===== config.mk =====
export PLATFORM = sky130hd
export DESIGN_NAME = fifo_wr_packer
export DESIGN_NICKNAME = d
export VERILOG_FILES = /design/src/rtl/fifo_wr_packer.sv
export SDC_FILE = /design/constraint.sdc
export NUM_CORES = 1
export LEC_CHECK = 0
export ABC_AREA = 1
export BUFFER_PORTS_ARGS = -buffer_cell sky130_fd_sc_hd__buf_2
export CORE_ASPECT_RATIO = 1.25
export CORE_MARGIN = 4
export CORE_UTILIZATION = 35
export CTS_CLUSTER_DIAMETER = 100
export DETAILED_ROUTE_END_ITERATION = 8
export HOLD_SLACK_MARGIN = 0.12
export MAX_ROUTING_LAYER = met4
export SLEW_MARGIN = 25
export SYNTH_ARGS = -nofsm -noshare
export SYNTH_HDL_FRONTEND = slang
export SYNTH_SLANG_ARGS = --single-unit

===== constraint.sdc =====
create_clock -name wr_clk -period 3.35 [get_ports wr_clk]
set_input_delay 0.1675 -clock wr_clk [delete_from_list [all_inputs] [get_ports wr_clk]]
set_output_delay 0.1675 -clock wr_clk [all_outputs]
set_load 0.03 [all_outputs]

===== src/rtl/fifo_wr_packer.sv =====
`default_nettype none
// ============================================================================
// Module      : fifo_wr_packer
// Description : Write-side framing stage in front of an async FIFO. Forwards
//               each accepted stream word to the FIFO write port one cycle
//               later, then appends an XOR-checksum trailer word per packet.
//               Packets longer than MAX_PKT words are truncated: the trailer
//               is inverted, err_len pulses, and the excess words are drained.
// Revision    : 1.0 - initial release
// ============================================================================
module fifo_wr_packer #(
  parameter int DATA_W  = 8,
  parameter int MAX_PKT = 8
) (
  input  logic              wr_clk,
  input  logic              reset,
  input  logic              s_valid,
  input  logic [DATA_W-1:0] s_data,
  input  logic              s_last,
  output logic              s_ready,
  input  logic              fifo_full,
  output logic              wr_en,
  output logic [DATA_W-1:0] wr_data,
  output logic [7:0]        pkt_cnt,
  output logic              err_len
);

  // Word counter must be able to hold MAX_PKT itself.
  localparam int               CNT_W   = $clog2(MAX_PKT + 1);
  localparam logic [CNT_W-1:0] CNT_MAX = CNT_W'(MAX_PKT);

  localparam logic [1:0] ST_IDLE  = 2'd0;
  localparam logic [1:0] ST_PASS  = 2'd1;
  localparam logic [1:0] ST_TRAIL = 2'd2;
  localparam logic [1:0] ST_DROP  = 2'd3;

  logic [1:0]        state;
  logic [1:0]        state_nxt;
  logic [DATA_W-1:0] csum;
  logic [CNT_W-1:0]  wcnt;
  logic [CNT_W-1:0]  wcnt_inc;
  logic              trunc;

  logic              ready_raw;
  logic              accept;
  logic              take_data;
  logic              at_limit;
  logic              cut_now;
  logic              launch_trailer;
  logic [DATA_W-1:0] trailer_word;

  // Per-state readiness; DROP drains regardless of FIFO level, reset blocks all.
  always_comb begin
    ready_raw = 1'b0;
    case (state)
      ST_IDLE:  ready_raw = !fifo_full;
      ST_PASS:  ready_raw = !fifo_full;
      ST_TRAIL: ready_raw = 1'b0;
      ST_DROP:  ready_raw = 1'b1;
      default:  ready_raw = 1'b0;
    endcase
    s_ready = ready_raw && !reset;
  end

  // Handshake qualification and packet-length bookkeeping.
  always_comb begin
    accept         = s_valid && s_ready;
    take_data      = accept && ((state == ST_IDLE) || (state == ST_PASS));
    wcnt_inc       = wcnt + CNT_W'(1);
    at_limit       = (wcnt_inc == CNT_MAX);
    // A word without s_last that fills the packet to MAX_PKT forces truncation.
    cut_now        = take_data && !s_last && at_limit;
    launch_trailer = (state == ST_TRAIL) && !fifo_full;
    trailer_word   = trunc ? ~csum : csum;
  end

  // Next-state selection for the framing FSM.
  always_comb begin
    state_nxt = state;
    case (state)
      ST_IDLE, ST_PASS: begin
        if (take_data) begin
          if (s_last || at_limit) begin
            state_nxt = ST_TRAIL;
          end else begin
            state_nxt = ST_PASS;
          end
        end
      end
      ST_TRAIL: begin
        if (!fifo_full) begin
          state_nxt = trunc ? ST_DROP : ST_IDLE;
        end
      end
      ST_DROP: begin
        if (accept && s_last) begin
          state_nxt = ST_IDLE;
        end
      end
      default: state_nxt = ST_IDLE;
    endcase
  end

  // FSM state register; reset discards any partially received packet.
  always_ff @(posedge wr_clk) begin
    if (reset) begin
      state <= ST_IDLE;
    end else begin
      state <= state_nxt;
    end
  end

  // Running checksum, word count and truncation flag for the open packet.
  always_ff @(posedge wr_clk) begin
    if (reset) begin
      csum  <= '0;
      wcnt  <= '0;
      trunc <= 1'b0;
    end else if (launch_trailer) begin
      csum  <= '0;
      wcnt  <= '0;
      trunc <= 1'b0;
    end else if (take_data) begin
      csum  <= csum ^ s_data;
      wcnt  <= wcnt_inc;
      trunc <= cut_now;
    end
  end

  // Registered FIFO write port: data words and trailers share one strobe.
  always_ff @(posedge wr_clk) begin
    if (reset) begin
      wr_en   <= 1'b0;
      wr_data <= '0;
      err_len <= 1'b0;
    end else begin
      wr_en   <= take_data || launch_trailer;
      err_len <= launch_trailer && trunc;
      if (launch_trailer) begin
        wr_data <= trailer_word;
      end else if (take_data) begin
        wr_data <= s_data;
      end
    end
  end

  // Closed-packet counter, advanced when the trailer is written; wraps freely.
  always_ff @(posedge wr_clk) begin
    if (reset) begin
      pkt_cnt <= 8'd0;
    end else if (launch_trailer) begin
      pkt_cnt <= pkt_cnt + 8'd1;
    end
  end

endmodule
`default_nettype wire


==> flow_metrics.env <==
export IMPL_yosysUniqueCellTypes=25
export IMPL_drt_initial_drc_count=56
export IMPL_slew_headroom_pct=64.9
export IMPL_path_clk_slew_ps=70
export IMPL_min_period_over_period_pct=48.2
export IMPL_worstSetupPathType="reg2reg"
export IMPL_wl_met3_um=194
export IMPL_grtUsageTotal_pct=12.5
export IMPL_slew_violations=0
export IMPL_antenna_found_initial=0
export IMPL_cts_resized_gates=0
export IMPL_final_cell_mix="nand2_1, dfxtp_1, buf_2"
export IMPL_grt_pass1_vias=1302
export IMPL_synthesis_nets=245
export IMPL_ys_warn_count=0
export IMPL_finalNetCount=274
export IMPL_status="complete, no violations"
export IMPL_num_rows=27
export IMPL_clock_path_buffers=2
export IMPL_detail_route_wl_per_cell_um=10.5
export IMPL_grt_max_degree=34
export IMPL_endpoint_kind="flip-flop"
export IMPL_cts_buffers=5
export IMPL_port_buffers=31
export IMPL_rsz0062_at_grt="false"
export IMPL_fin_crit_ps=1610
export IMPL_dr_wl_met2_mm=1.49
export IMPL_cts_tree="built"
export IMPL_cts_setup_buffers=0
export IMPL_cap_viol_max_count=0
export IMPL_fin_worst_skew_ps=3.73
export IMPL_die_w_um=70.0
export IMPL_tightest_slew_ps=526
export IMPL_utilization_pct=42.3
export IMPL_netlist_instances=230
export IMPL_hold_end="csum[3]$_SDFFE_PP0P_"
export IMPL_num_vias=1478
export IMPL_drc=0
export IMPL_clock_latency_ps=280
export IMPL_pwr_density_cell_mw_per_mm2=437
export IMPL_hold_violations=0
export IMPL_layout_drive_gt1_share_pct=22.7
export IMPL_whs_path_depth=3
export IMPL_n_fill_cell=519
export IMPL_netlist_area_mm2=0.00168
export IMPL_gp_congestion=0.811
export IMPL_met1_length_mm=1.60
export IMPL_maxUsedRoutingLayer="met4"
export IMPL_wl_mm=3.34
export IMPL_grt_remaining_overflow=0
export IMPL_p_leak_nw=0.853
export IMPL_grt_pass1_wl_mm=5.87
export IMPL_vdd_drop_max_uv=286
export IMPL_syn_mean_instance_area_um2=7.31
export IMPL_dieArea_mm2=0.00598
export IMPL_final_common_cell="nand2_1"
export IMPL_clockRootBuffer="clkbuf_8"
export IMPL_num_antenna_cells=0
export IMPL_clock_sinks=33
export IMPL_yosysSeqAreaShare_pct=39.3
export IMPL_ys_ff_latch=33
export IMPL_hp_start="s_data[3]"
export IMPL_setup_viol=0
export IMPL_critPathLaunchType="flip-flop"
export IMPL_worstPathArrival_ps=1790
export IMPL_fmax_ghz=0.619
export IMPL_area_growth_pct=14.0
export IMPL_ant_nets=0
export IMPL_first_pass_iters=4
export IMPL_timing_rr_start="state[1]$_SDFFE_PP0P_"
export IMPL_start_util_pct=37.1
export IMPL_r2r_setup_slack_ps=1740
export IMPL_core_area_mm2=0.00453
export IMPL_timing_rr_end="trunc$_SDFFE_PP0P_"
export IMPL_via_per_inst=4.65
export IMPL_worstPathMaxFanout=22
export IMPL_hold_buffers=0
export IMPL_die_h_um=85.5
export IMPL_rr_worst_depth=7
export IMPL_dpl_hpwl_mm=2.51
export IMPL_htree_levels=2
export IMPL_finalSetupTns_ps=0
export IMPL_hp_class="in2reg"
export IMPL_num_io_pins=32
export IMPL_required_ps=3530
==> cell usage after synthesis, drive strengths merged <==
cell | n | area share, %
inv | 21 | 4.8
nand4 | 4 | 2.4
clkbuf | 1 | 0.22
buf | 8 | 4.2
nand2 | 57 | 13
xnor2 | 8 | 4.2
ha | 2 | 1.5
a21oi | 29 | 11
nand3 | 26 | 8.0
dfxtp | 33 | 39
nor3 | 1 | 0.30
or2 | 1 | 0.37
o21ai | 13 | 4.3
nor2 | 26 | 6.2
==> where the power goes <==
part | leakage [nW] | switching (mW) | internal, mW
Clock | 0.0450 | 0.140 | 0.144
Combinational | 0.541 | 0.0840 | 0.0447
Sequential | 0.268 | 0.0155 | 0.409
==> worst max path at each step <==
stage | slack [ps] | start | cells past startpoint | to
global route | 1530 | state[1]$_SDFFE_PP0P_ | 7 | csum[6]$_SDFFE_PP0P_
detailed placement | 1620 | reset | 9 | trunc$_SDFFE_PP0P_
CTS | 1710 | state[1]$_SDFFE_PP0P_ | 7 | trunc$_SDFFE_PP0P_
floorplan | 2130 | state[1]$_SDFFE_PP0P_ | 8 | wr_data[1]$_SDFFE_PP0P_
finish | 1740 | state[1]$_SDFFE_PP0P_ | 7 | trunc$_SDFFE_PP0P_
global placement | 1660 | reset | 9 | trunc$_SDFFE_PP0P_
==> metal layers <==
layer  up-vias  global-route usage [%]
met5         -                       -
met4         0                    4.70
met3         7                    4.57
met2        31                    18.5
met1       638                    15.5
li1        802                       -
==> per-stage QoR <==
| step | hold WS [ps] | area [µm²] | instances | setup WS (ps) | power (mW) |
|---|---|---|---|---|---|
| floorplan | 247 | 1680 | 230 | 2130 | 0.535 |
| global placement | 457 | 1830 | 310 | 1660 | 0.563 |
| detailed placement | 453 | 1830 | 310 | 1620 | 0.564 |
| CTS | 151 | 1920 | 318 | 1710 | 0.857 |
| global route | 169 | 1920 | 318 | 1530 | 0.897 |
| finish | 158 | 1920 | 318 | 1740 | 0.837 |
==> state kept, by name, summed over array words and instances, names as in the netlist <==
name / flops
csum: 8
err_len: 1
pkt_cnt: 8
state: 2
trunc: 1
wcnt: 4
wr_data: 8
wr_en: 1
==> critical path, cell delays in order (launching register included) <==
cell     delay, ps
dfxtp_1        470
nand2_1        120
nand2_2        120
nand4_4        210
inv_2          340
o21ai_0        140
inv_1           70
nor2_1          40
==> cell type report <==
class / instances / area (µm²) / area share, %
Sequential cell: 33 / 661 / 34.5
Multi-Input combinational cell: 167 / 865 / 45.1
Clock buffer: 6 / 72.6 / 3.79
Clock inverter: 2 / 10.0 / 0.522
Inverter: 21 / 81.3 / 4.24
Tap cell: 58 / 72.6 / 3.79
Timing Repair Buffer: 31 / 155 / 8.09
==> cells by family (layout without fill, tap and decap cells) <==
family	Yosys count	after routing	synth area share [%]
fa+ha+maj	2	2	1.49
compound gates	42	42	15.0
simple gates	115	115	30.8
buf+inv	30	60	9.30
flops	33	33	39.3
xor+xnor	8	8	4.17
Power figures use the tool's default switching activity.
